**config.mk**
```make
export PLATFORM = sky130hd
export DESIGN_NAME = timer
export DESIGN_NICKNAME = d
export VERILOG_FILES = /design/src/rtl/timer_pkg.sv /design/src/rtl/timer_prescaler.sv /design/src/rtl/timer.sv
export SDC_FILE = /design/constraint.sdc
export NUM_CORES = 1
export LEC_CHECK = 0
export ABC_AREA = 1
export BUFFER_PORTS_ARGS = -buffer_cell sky130_fd_sc_hd__buf_2
export CORE_MARGIN = 10
export CORE_UTILIZATION = 45
export CTS_CLUSTER_DIAMETER = 80
export CTS_CLUSTER_SIZE = 16
export DETAILED_ROUTE_END_ITERATION = 10
export PLACE_DENSITY_LB_ADDON = 0.15
export SYNTH_ARGS = -nofsm -noshare
export SYNTH_HDL_FRONTEND = slang
export SYNTH_SLANG_ARGS = --single-unit
```
**constraint.sdc**
```tcl
create_clock -name i_clock -period 2.6 [get_ports i_clock]
set_input_delay 0 -clock i_clock [delete_from_list [all_inputs] [get_ports i_clock]]
set_output_delay 0 -clock i_clock [all_outputs]
set_load 0.03 [all_outputs]
```
**src/rtl/timer_pkg.sv**
```systemverilog
// Shared definitions for the timer peripheral: register indices (address[4:2]),
// CTRL bit positions, bus handshake state encoding and the compare reset value.
// Optional feature macro used by the design: TIMER_AUTORELOAD_EN.
package timer_pkg;

  localparam logic [2:0] REG_CYCLES_LO = 3'd0;
  localparam logic [2:0] REG_CYCLES_HI = 3'd1;
  localparam logic [2:0] REG_MS        = 3'd2;
  localparam logic [2:0] REG_CMP_LO    = 3'd3;
  localparam logic [2:0] REG_CMP_HI    = 3'd4;
  localparam logic [2:0] REG_CTRL      = 3'd5;
  localparam logic [2:0] REG_PERIOD_LO = 3'd6;

  localparam int unsigned CTRL_ENABLE = 0;
  localparam int unsigned CTRL_IRQ_EN = 1;
  localparam int unsigned CTRL_MATCH  = 2;

  typedef enum logic {
    IDLE = 1'b0,
    ACK  = 1'b1
  } bus_state_t;

  localparam logic [63:0] COMPARE_RESET = '1;

endpackage

```
**src/rtl/timer_prescaler.sv**
```systemverilog
// Free-running divider producing a one-cycle tick every DIVISOR enabled cycles.
// Ports:
//   i_clock    system clock
//   i_reset_n  synchronous active-low reset (count returns to 0)
//   i_enable   advance the divider this cycle; 0 freezes it
//   o_tick     high in the enabled cycle where the count is at its terminal value
module timer_prescaler #(
  parameter int unsigned DIVISOR = 50000
) (
  input  logic i_clock,
  input  logic i_reset_n,
  input  logic i_enable,
  output logic o_tick
);

  // A divisor of 0 would have no terminal count; treat it as divide-by-1.
  localparam int unsigned DIV = (DIVISOR < 1) ? 1 : DIVISOR;
  localparam int unsigned CW  = (DIV > 1) ? $clog2(DIV) : 1;
  localparam logic [CW-1:0] TERMINAL = CW'(DIV - 1);

  logic [CW-1:0] count;
  logic          at_terminal;

  assign at_terminal = (count == TERMINAL);
  assign o_tick      = i_enable && at_terminal;

  always_ff @(posedge i_clock) begin
    if (!i_reset_n) begin
      count <= '0;
    end else if (i_enable) begin
      count <= at_terminal ? '0 : count + 1'b1;
    end
  end

endmodule

```
**src/rtl/timer.sv**
```systemverilog
// Memory-mapped timer: 64-bit cycle counter, millisecond counter and 64-bit
// compare with a sticky match flag and level interrupt.
// Optional feature macro: TIMER_AUTORELOAD_EN adds PERIOD_LO (register 6);
// on a match with PERIOD_LO != 0 the compare advances by PERIOD_LO.
// Ports:
//   i_clock      system clock (FREQUENCY Hz)
//   i_reset_n    synchronous active-low reset
//   i_request    bus request, held until o_ready is seen
//   i_rw         1 = write, 0 = read
//   i_address    byte offset; bits [4:2] select the register
//   i_wdata      write data
//   o_rdata      read data, valid while o_ready = 1
//   o_ready      transfer complete
//   o_interrupt  match flag AND irq enable
module timer
  import timer_pkg::*;
#(
  parameter int unsigned FREQUENCY = 50000000
) (
  input  logic        i_clock,
  input  logic        i_reset_n,
  input  logic        i_request,
  input  logic        i_rw,
  input  logic [31:0] i_address,
  input  logic [31:0] i_wdata,
  output logic [31:0] o_rdata,
  output logic        o_ready,
  output logic        o_interrupt
);

  localparam int unsigned MS_DIVISOR = FREQUENCY / 1000;

  bus_state_t  state;
  bus_state_t  state_next;

  logic [63:0] cycles;
  logic [63:0] compare;
  logic [31:0] ms;
  logic [31:0] hi_snapshot;
  logic [31:0] read_value;
  logic        enable;
  logic        irq_en;
  logic        match;
  logic        match_hit;
  logic        ms_tick;

  logic [2:0]  reg_index;
  logic        access;
  logic        wr_access;
  logic        rd_access;
  logic        wr_ctrl;
  logic        wr_cmp_lo;
  logic        wr_cmp_hi;
  logic        unused_addr_bits;

`ifdef TIMER_AUTORELOAD_EN
  logic [31:0] period_lo;
  logic        wr_period;
`endif

  assign reg_index        = i_address[4:2];
  assign unused_addr_bits = ^{i_address[31:5], i_address[1:0]};

  // An access happens only on the IDLE->ACK transition, so a held request
  // never repeats its side effect.
  assign access    = (state == IDLE) && i_request;
  assign wr_access = access && i_rw;
  assign rd_access = access && !i_rw;
  assign wr_ctrl   = wr_access && (reg_index == REG_CTRL);
  assign wr_cmp_lo = wr_access && (reg_index == REG_CMP_LO);
  assign wr_cmp_hi = wr_access && (reg_index == REG_CMP_HI);
`ifdef TIMER_AUTORELOAD_EN
  assign wr_period = wr_access && (reg_index == REG_PERIOD_LO);
`endif

  // Compare against the pre-increment count; the flag appears one cycle later.
  assign match_hit   = (cycles == compare);
  assign o_interrupt = match && irq_en;

  // ---------------- bus handshake FSM ----------------
  always_ff @(posedge i_clock) begin
    if (!i_reset_n) begin
      state <= IDLE;
    end else begin
      state <= state_next;
    end
  end

  always_comb begin
    state_next = state;
    case (state)
      IDLE:    if (i_request) state_next = ACK;
      ACK:     if (!i_request) state_next = IDLE;
      default: state_next = IDLE;
    endcase
  end

  always_comb begin
    o_ready = (state == ACK);
  end

  // ---------------- counters ----------------
  timer_prescaler #(
    .DIVISOR(MS_DIVISOR)
  ) u_ms_prescaler (
    .i_clock  (i_clock),
    .i_reset_n(i_reset_n),
    .i_enable (enable),
    .o_tick   (ms_tick)
  );

  always_ff @(posedge i_clock) begin
    if (!i_reset_n) begin
      cycles <= '0;
      ms     <= '0;
    end else begin
      if (enable) begin
        cycles <= cycles + 64'd1;
      end
      if (ms_tick) begin
        ms <= ms + 32'd1;
      end
    end
  end

  // ---------------- control and match ----------------
  always_ff @(posedge i_clock) begin
    if (!i_reset_n) begin
      enable <= 1'b1;
      irq_en <= 1'b0;
      match  <= 1'b0;
    end else begin
      if (wr_ctrl) begin
        enable <= i_wdata[CTRL_ENABLE];
        irq_en <= i_wdata[CTRL_IRQ_EN];
      end
      if (match_hit) begin
        match <= 1'b1;
      end else if (wr_ctrl && i_wdata[CTRL_MATCH]) begin
        match <= 1'b0;
      end
    end
  end

  // A CPU write to either compare half suppresses the reload in that cycle.
  always_ff @(posedge i_clock) begin
    if (!i_reset_n) begin
      compare <= COMPARE_RESET;
    end else if (wr_cmp_lo) begin
      compare[31:0] <= i_wdata;
    end else if (wr_cmp_hi) begin
      compare[63:32] <= i_wdata;
`ifdef TIMER_AUTORELOAD_EN
    end else if (match_hit && (period_lo != '0)) begin
      compare <= compare + {32'd0, period_lo};
`endif
    end
  end

`ifdef TIMER_AUTORELOAD_EN
  always_ff @(posedge i_clock) begin
    if (!i_reset_n) begin
      period_lo <= '0;
    end else if (wr_period) begin
      period_lo <= i_wdata;
    end
  end
`endif

  // ---------------- read path ----------------
  always_comb begin
    read_value = '0;
    case (reg_index)
      REG_CYCLES_LO: read_value = cycles[31:0];
      REG_CYCLES_HI: read_value = hi_snapshot;
      REG_MS:        read_value = ms;
      REG_CMP_LO:    read_value = compare[31:0];
      REG_CMP_HI:    read_value = compare[63:32];
      REG_CTRL: begin
        read_value[CTRL_ENABLE] = enable;
        read_value[CTRL_IRQ_EN] = irq_en;
        read_value[CTRL_MATCH]  = match;
      end
`ifdef TIMER_AUTORELOAD_EN
      REG_PERIOD_LO: read_value = period_lo;
`endif
      default:       read_value = '0;
    endcase
  end

  // Reading CYCLES_LO freezes the upper half so a LO/HI pair is coherent.
  always_ff @(posedge i_clock) begin
    if (!i_reset_n) begin
      o_rdata     <= '0;
      hi_snapshot <= '0;
    end else if (rd_access) begin
      o_rdata <= read_value;
      if (reg_index == REG_CYCLES_LO) begin
        hi_snapshot <= cycles[63:32];
      end
    end
  end

endmodule
```
==> run summary, run 1 <==
status: completed
DR pass1 iterations: 5
post-detail-place hpwl: 32,000 µm
Synth Flop Type: dfxtp_1
Worst VDD drop: 327 µV
Setup TNS: 0 ns
Setup crit end kind: register
vias in the first global route: 12,300
first-pass GRT wire length: 68,000 µm
Rel. slew slack: 61.8%
CP Capture Point: cycles[16]
vias per cell: 5.33
share of cells above drive strength 1: 8.12%
PwrDens: 486 mW/mm²
# diodes: 0
Die X: 189 µm
critical path peak fanout: 6
CTS sink count: 244
Reg-to-Reg End: cycles[16]
required time of the worst setup path: 3.00 ns
Setup crit start kind: register
CTS root buffer: clkbuf_16
synth warn: 0
leak pwr: 5.88 nW
final number of max-transition violations: 0
RSZ-0062 raised after global routing: no
Die Y-Extent: 189 µm
Worst Hold Depth: 5
Clock Latency Late Sink: 0.53 ns
placed inst area: 0.0136 mm²
final WL: 43,200 µm
worst r2r path cells: 9
R2R setup slack: 0.51 ns
Tcrit/Tclk final: 80.5%
Post-Syn Nets: 2,067
detailed-route DRC error count: 0
logic gate share of total power: 6.9%
Rows: 61
initial antenna violation count: 0
Max Buffers Root-to-Sink: 3
final instance area: 0.0145 mm²
Core Region: 0.0279 mm²
Die Area: 0.0356 mm²
Avg WL per Cell: 17.6 µm
Post-synth ARST share: 0%
Syn Area/Cell: 6.42 µm²
Crit Path Category: reg2reg
Pint: 5.28 mW
Syn Std Cell Area: 0.0128 mm²
MaxCap Viol Count: 0
clock skew: 0.0228 ns
number of instances in the synthesized netlist: 1,996
Port Buf Inserts: 72
Final ANT Viol Nets: 0
DR iter-0 viols: 1,028
CP max stage delay: 0.42 ns
crit path launch: cycles[0]
nets: 2,151
Psw: 1.76 mW
GRT overflow: 0
worst hold path type: in2reg
Ports: 102
most frequent cell on the critical path: nand2_1
# fillers: 2,916
crit path time final: 2.09 ns
GPL Wtd Cong: 0.945
final hold vios: 0
Switching Fraction: 25.0%
htree depth: 1
pin count of the biggest net entering global routing: 52
clock slew at reported path FFs: 0.08 ns
CP max-delay cell: dfxtp_1
starting density of the core: 45.9%
post-synth cell types: 42
number of synthesized flops with an enable pin: 0
area delta synth->final: 12.9%
number of synthesized register bits: 244
worst r2r src: cycles[0]
maximum clock rate: 0.478 GHz
commonest non-fill, non-tap cell in the layout: nand2_1
CTS tree: built
most frequent cells in the layout: 577 x nand2_1, 244 x dfxtp_1, 235 x inv_1
via count: 13,100
share of power burned in registers: 54.3%
CTS Buf Count: 19
sequential-to-total area share from yosys stat: 38.1%
worst slew pin tran: 0.571 ns
worst path cell trace: ha_1 -> nand3_1 -> nor2_1 -> nand2_1 -> nor3_1 -> buf_4 -> nand2_1 -> o21ai_0 -> a21oi_1
CP arrival: 2.49 ns
clock share of power: 38.8%
Hold Slack: 0.0254 ns
Final Setup Violations: 0
GRT Overall Usage: 23.6%
power groups by stage:
stage	sequential (mW)	combinational (mW)	clock, mW
finish	3.82	0.488	2.73
CTS	3.82	0.486	2.78
global placement	3.91	0.437	0
detailed placement	3.91	0.442	0
floorplan	3.93	0.244	0
global route	3.83	0.540	2.91
registers in the layout, summed over array words and instances, names as in the netlist:
register              cells
match                     1
o_rdata                  32
hi_snapshot              32
ms                       32
compare                  64
enable                    1
cycles                   64
u_ms_prescaler.count     16
o_ready                   1
irq_en                    1
how the worst min path moves through the flow:
stage | from | to | slack [ns]
finish | i_address[4] | o_rdata[2] | 0.03
global route | i_address[4] | o_rdata[2] | 0.06
CTS | i_address[4] | o_rdata[2] | 0.02
detailed placement | i_request | o_ready | 0.21
global placement | i_request | o_ready | 0.20
floorplan | i_request | o_ready | 0.09
worst max-delay path: cells and delay by family (launching register included):
kind	cells	cell delay, ns
AND/OR/NAND/NOR	5	0.91
buffers and inverters	1	0.21
adder cells (fa/ha/maj)	1	0.22
flip-flops	1	0.42
AO/OA/AOI/OAI	2	0.20
what timing repair did:
action                                 4_1_cts  5_1_grt
resized for setup                            0        0
endpoints found under the hold margin       90        0
hold buffers                                36        0
buffers inserted                             0        0
kinds of logic after synthesis:
family	count (synthesis)	share of synthesized area, %
and+or+nand+nor	998	32.7
AOI/OAI and AO/OA	415	17.9
buffers and inverters	313	9.46
DFF	244	38.1
xor gates and xnor gates	23	1.57
adders and majority gates	3	0.293
per-layer routing:
| layer | part of all wire [%] | global-route usage, % |
|---|---|---|
| met2 | 45 | 38.7 |
| met5 | 0 | 0 |
| met1 | 45 | 31.8 |
| met4 | 2.5 | 6.90 |
| met3 | 6.7 | 2.86 |
Yosys cell counts, types with 6 or more instances:
master / instances / share of area (%)
nand2_2: 6 / 0.29
o221ai_1: 21 / 1.4
inv_1: 236 / 6.9
nor2_2: 20 / 0.98
nor3_1: 56 / 2.2
o211ai_1: 39 / 2.3
nor2_4: 6 / 0.53
nand3_1: 62 / 2.4
xor2_1: 22 / 1.5
clkbuf_1: 50 / 1.5
o22ai_1: 9 / 0.44
nand4_1: 31 / 1.5
dfxtp_1: 244 / 38
a21oi_1: 165 / 6.4
buf_2: 16 / 0.62
nand2_1: 577 / 17
o21ai_0: 164 / 6.4
nor2_1: 219 / 6.4
layout make-up:
type / instances / area, µm² / share of cell area [%]
flip-flops and latches: 244 / 4880 / 33.7
multi-input cells: 1439 / 6750 / 46.6
inverters: 241 / 908 / 6.27
well taps: 378 / 473 / 3.27
repair buffers: 135 / 963 / 6.65
clock inverters: 2 / 25.0 / 0.173
clock buffers: 20 / 479 / 3.31
stage by stage:
stage,setup WS (ns),util [%],power [mW],cells
global route,0.306,51.8,7.28,2459
detailed placement,0.616,48.7,4.35,2401
CTS,0.570,51.8,7.09,2459
floorplan,0.981,-,4.18,1996
finish,0.506,51.8,7.04,2459
global placement,0.661,48.7,4.34,2401
(Power assumes the default switching activity.)
==> inputs of run 2 (changes only) <==
--- a/config.mk
+++ b/config.mk
@@ -5,7 +5,7 @@
 export SDC_FILE = /design/constraint.sdc
 export NUM_CORES = 1
 export LEC_CHECK = 0
-export ABC_AREA = 1
+export ABC_AREA = 0
 export BUFFER_PORTS_ARGS = -buffer_cell sky130_fd_sc_hd__buf_2
 export CORE_MARGIN = 10
 export CORE_UTILIZATION = 45
==> constraint.sdc (replaced) <==
create_clock -name i_clock -period 2.1 [get_ports i_clock]
set_input_delay 0 -clock i_clock [delete_from_list [all_inputs] [get_ports i_clock]]
set_output_delay 0 -clock i_clock [all_outputs]
set_load 0.03 [all_outputs]
==> run summary, run 2 <==
CTS sink count: 244
post-synth cell types: 59
number of synthesized flops with an enable pin: 0
Clock Latency Late Sink: 0.52 ns
final hold vios: 0
DR iter-0 viols: 1,104
worst slew pin tran: 0.601 ns
Syn Std Cell Area: 0.0117 mm²
Die Y-Extent: 181 µm
Switching Fraction: 25.2%
Post-Syn Nets: 1,505
worst min-delay path startpoint: i_reset_n
Core Region: 0.0254 mm²
Synth top cells by count: 248 x nand2_1, 244 x dfxtp_1, 108 x nand3_1, 108 x nor2_1, 88 x clkbuf_1
CP arrival: 2.51 ns
Rows: 58
via count: 11,400
Synth Flop Type: dfxtp_1
MaxCap Viol Count: 0
Psw: 2.23 mW
share of cells above drive strength 1: 20.7%
Avg WL per Cell: 20.7 µm
R2R setup slack: 0.05 ns
Hold Slack: 0.0469 ns
worst r2r path cells: 6
synth warn: 0
first-pass GRT wire length: 61,600 µm
required time of the worst setup path: 2.56 ns
post-detail-place hpwl: 29,100 µm
logic gate share of total power: 8.6%
GRT overflow: 0
Rel. slew slack: 59.9%
share of the synthesized area in the top cell type: 41.7%
most frequent cells in the layout: 247 x nand2_1, 234 x dfxtp_1, 151 x buf_4
crit path launch: cycles[2]
final number of max-transition violations: 0
detailed-route DRC error count: 0
area delta synth->final: 22.3%
CTS root buffer: clkbuf_16
count leader, synth: nand2_1
# fillers: 2,392
Crit Path Category: reg2reg
PwrDens: 618 mW/mm²
Max Buffers Root-to-Sink: 3
worst r2r src: cycles[2]
GRT Overall Usage: 23.3%
CTS Buf Count: 19
maximum clock rate: 0.488 GHz
CTS tree: built
share of power burned in registers: 53.4%
pin count of the biggest net entering global routing: 48
Reg-to-Reg End: cycles[51]
vias per cell: 5.87
Post-synth ARST share: 0%
status: completed
Worst VDD drop: 555 µV
commonest non-fill, non-tap cell in the layout: nand2_1
sequential-to-total area share from yosys stat: 41.7%
crit path time final: 2.05 ns
Setup crit end kind: register
GPL Wtd Cong: 0.967
Pint: 6.62 mW
starting density of the core: 46.1%
vias in the first global route: 10,700
Die X: 181 µm
clock skew: 0.0215 ns
Die Area: 0.0328 mm²
Port Buf Inserts: 72
clock share of power: 38.1%
largest cells by area after synthesis: dfxtp_1 42%, nand2_1 8.0%, xnor2_1 6.2%
worst hold path type: in2reg
critical path peak fanout: 4
Syn Area/Cell: 8.16 µm²
largest registers: compare: 64 flops, cycles: 64 flops
Final Setup Violations: 0
Final ANT Viol Nets: 0
Setup crit start kind: register
CP Capture Point: cycles[51]
RSZ-0062 raised after global routing: yes
clock slew at reported path FFs: 0.07 ns
DR pass1 iterations: 6
Tcrit/Tclk final: 97.6%
initial antenna violation count: 1
final total power: 8.85 mW
Setup TNS: 0 ns
number of synthesized register bits: 244
htree depth: 1
final WL: 40,300 µm
Synth area leader: dfxtp_1
number of instances in the synthesized netlist: 1,434
Ports: 102
nets: 1,685
leak pwr: 5.49 nW
==> run 2: final cells by class <==
type | instances | area, µm² | area share [%]
clock buffers | 20 | 479 | 3.35
clock inverters | 2 | 25.0 | 0.175
multi-input cells | 1068 | 6420 | 44.8
repair buffers | 268 | 2020 | 14.1
well taps | 330 | 413 | 2.89
diodes | 1 | 2.50 | 0.0175
flip-flops and latches | 244 | 4900 | 34.2
inverters | 13 | 51.3 | 0.359
==> run 2: how the worst min path moves through the flow <==
stage | to | slack, ns | cells past startpoint
after floorplan | o_ready | 0.12 | 1
after global placement | compare[3] | 0.22 | 3
after detailed placement | compare[39] | 0.23 | 3
after CTS | enable | 0.02 | 3
after global routing | compare[32] | 0.05 | 3
final | compare[10] | 0.05 | 3
==> run 2: stage by stage <==
| step | utilization [%] | setup slack (ns) | cells | area [µm²] |
|---|---|---|---|---|
| finish | 56.3 | 0.0499 | 1946 | 14300 |
| global route | 56.3 | -0.0179 | 1946 | 14300 |
| detailed placement | 52.4 | -0.0422 | 1880 | 13300 |
| global placement | 52.4 | -0.000855 | 1880 | 13300 |
| CTS | 55.8 | 0.00289 | 1936 | 14200 |
| floorplan | - | 0.0248 | 1434 | 11700 |
==> run 2: layer usage <==
| metal | up-vias | global-route usage, % | wire length, µm | part of all wire [%] |
|---|---|---|---|---|
| met4 | 0 | 7.94 | 1350 | 3.4 |
| met1 | 5456 | 31.3 | 17200 | 43 |
| met2 | 467 | 36.6 | 18300 | 45 |
| li1 | 5415 | - | - | - |
| met5 | - | 0 | 0 | 0 |
| met3 | 86 | 4.34 | 3500 | 8.7 |
==> run 2: logic make-up after synthesis <==
family	count (synthesis)	share of synthesized area [%]
buffers and inverters	122	4.16
adder cells (fa/ha/maj)	3	0.321
AO/OA/AOI/OAI	252	13.6
flip-flops	244	41.7
XOR/XNOR	125	9.36
AND/OR/NAND/NOR	651	27.1
multiplexers	37	3.70
==> run 2: power by group through the flow <==
stage / Clock [mW] / Combinational [mW] / Sequential (mW)
2_1_floorplan: 0 / 0.371 / 4.85
3_3_place_gp: 0 / 0.691 / 4.83
3_5_place_dp: 0 / 0.695 / 4.83
4_1_cts: 3.42 / 0.747 / 4.72
5_1_grt: 3.59 / 0.808 / 4.73
6_report: 3.37 / 0.757 / 4.72
==> run 2: timing repair <==
action / in CTS / in global routing
endpoints found under the hold margin: 71 / 0
pin swaps: 1 / 8
hold buffers: 34 / 0
setup endpoints to repair: 3 / 21
gates resized for setup: 1 / 26
buffers inserted: 0 / 9
==> run 2: worst max-delay path, stage by stage, from the launching register on <==
cell and delay [ns]:
dfxtp_1 0.41, nand4_1 0.24, nor3_1 0.27, buf_4 0.18, nand4b_1 0.26, or4_1 0.48, a21oi_1 0.14
==> inputs of run 3 (changes only) <==
--- a/config.mk
+++ b/config.mk
@@ -12,6 +12,7 @@
 export CTS_CLUSTER_DIAMETER = 80
 export CTS_CLUSTER_SIZE = 16
 export DETAILED_ROUTE_END_ITERATION = 10
+export GPL_ROUTABILITY_DRIVEN = 0
 export PLACE_DENSITY_LB_ADDON = 0.15
 export SYNTH_ARGS = -nofsm -noshare
 export SYNTH_HDL_FRONTEND = slang
==> constraint.sdc (replaced) <==
create_clock -name i_clock -period 2.4 [get_ports i_clock]
set_input_delay 0 -clock i_clock [delete_from_list [all_inputs] [get_ports i_clock]]
set_output_delay 0 -clock i_clock [all_outputs]
set_load 0.03 [all_outputs]
==> run summary, run 3 (same netlist as run 2, synthesis figures left out) <==
CTS Buf Count: 19
CP max-delay cell: dfxtp_1
DR iter-0 viols: 1,043
final number of max-transition violations: 0
Die Area: 0.0328 mm²
vias in the first global route: 9,977
first-pass GRT wire length: 58,900 µm
busiest layer in global routing: met2
required time of the worst setup path: 2.81 ns
via count: 10,900
critical path peak fanout: 9
CTS root buffer: clkbuf_16
DR pass1 iterations: 5
worst slew pin tran: 0.810 ns
leak pwr: 5.04 nW
Final ANT Viol Nets: 0
delay-heaviest family, CP: simple AND/OR/NAND/NOR gates
Setup crit end kind: register
htree depth: 1
GRT met3 Usage: 2.70%
crit path launch: cycles[2]
maximum clock rate: 0.446 GHz
GRT overflow: 0
clock skew: 0.0185 ns
vias per cell: 5.85
Rows: 58
Rel. slew slack: 46.0%
worst min-delay path startpoint: i_reset_n
Setup crit start kind: register
starting density of the core: 46.1%
RSZ-0062 raised after global routing: no
Clock Latency Late Sink: 0.50 ns
nets: 1,606
GRT Overall Usage: 22.1%
PwrDens: 562 mW/mm²
crit path time final: 2.24 ns
clock slew at reported path FFs: 0.08 ns
share of cells above drive strength 1: 15.1%
CP Buf/Inv Count: 2
# diodes: 0
worst r2r src: cycles[2]
Avg WL per Cell: 20.4 µm
worst path cell trace: nand4_1 -> nor4_2 -> buf_4 -> buf_4 -> nand3_1 -> or3_1 -> a21oi_1
Worst VDD drop: 584 µV
CTS sink count: 244
post-detail-place hpwl: 27,300 µm
most frequent cell on the critical path: buf_4
initial antenna violation count: 0
MaxCap Viol Count: 0
worst hold path type: in2reg
area delta synth->final: 15.9%
most frequent cells in the layout: 248 x nand2_1, 242 x dfxtp_1, 108 x nand3_1
CTS tree: built
met1 usage: 31.0%
detailed-route DRC error count: 0
final total power: 7.63 mW
Die X: 181 µm
grt met2 use: 35.5%
Crit Path Category: reg2reg
status: completed
CP max stage delay: 0.47 ns
Tcrit/Tclk final: 93.4%
final hold vios: 0
Setup TNS: 0 ns
Die Y-Extent: 181 µm
Max Buffers Root-to-Sink: 3
final WL: 38,000 µm
largest registers: compare: 64 flops, cycles: 64 flops
Port Buf Inserts: 72
pin count of the biggest net entering global routing: 73
commonest non-fill, non-tap cell in the layout: nand2_1
Core Region: 0.0254 mm²
Ports: 102
CP arrival: 2.66 ns
Final Setup Violations: 0
==> run 3: cell count changes in the layout (fill, tap and decap cells not counted), moves of 3 or more <==
| cell | delta |
|---|---|
| and4_1 | +3 |
| buf_4 | -71 |
| a21oi_2 | -3 |
| buf_12 | -5 |
| dfxtp_1 | +8 |
| a21oi_1 | +3 |
| dfxtp_2 | -8 |
==> run 3: routing by layer <==
metal | part of all wire (%) | wire, µm | vias up
met5 | 0 | 0 | -
met4 | 2.1 | 788 | 0
met3 | 6.2 | 2350 | 48
met2 | 46 | 17500 | 323
met1 | 46 | 17300 | 5274
li1 | - | - | 5253
==> run 3: report_power, final <==
part | total (mW) | switching [mW] | internal (mW)
logic | 0.611 | 0.374 | 0.236
registers | 4.14 | 0.0441 | 4.09
clock network | 2.88 | 1.46 | 1.42
total | 7.63 | 1.88 | 5.75
==> run 3: final timing paths <==
check | endpoint | slack (ns) | cells after the start
max | cycles[33] | 0.16 | 7
min | cycles[12] | 0.08 | 3
max reg2reg | cycles[33] | 0.16 | 7
min reg2reg | hi_snapshot[5] | 0.46 | 2
==> run 3: layout make-up <==
cell class,count,area (µm²)
fill,2457,11800
multi-input combinational,1068,6360
sequential,244,4890
timing repair buffer,189,1360
clock buffer,19,475
tap,330,413
inverter,13,51.3
clock inverter,1,16.3
==> run 3: stage by stage <==
stage | std cells | instance area (µm²) | utilization (%) | setup WS (ns) | hold slack [ns]
2_1_floorplan | 1434 | 11700 | - | 0.259 | 0.122
3_3_place_gp | 1809 | 12700 | 50.1 | 0.177 | 0.228
3_5_place_dp | 1809 | 12700 | 50.1 | 0.173 | 0.228
4_1_cts | 1863 | 13500 | 53.3 | 0.134 | 0.0517
5_1_grt | 1864 | 13600 | 53.4 | 0.0168 | 0.0899
6_report | 1864 | 13600 | 53.4 | 0.158 | 0.0752
==> run 3: worst reg2reg max path, delay by kind of cell (launching register included) <==
family | cells | cell delay, ns
buf+inv | 2 | 0.40
flops | 1 | 0.47
simple gates | 4 | 1.07
compound gates | 1 | 0.22
==> run 3: repair_timing <==
action / in CTS / in global routing
buffers inserted: 0 / 1
endpoints found under the setup margin: 0 / 5
hold buffers: 34 / 0
hold endpoints to repair: 71 / 0
gates resized for setup: 0 / 3
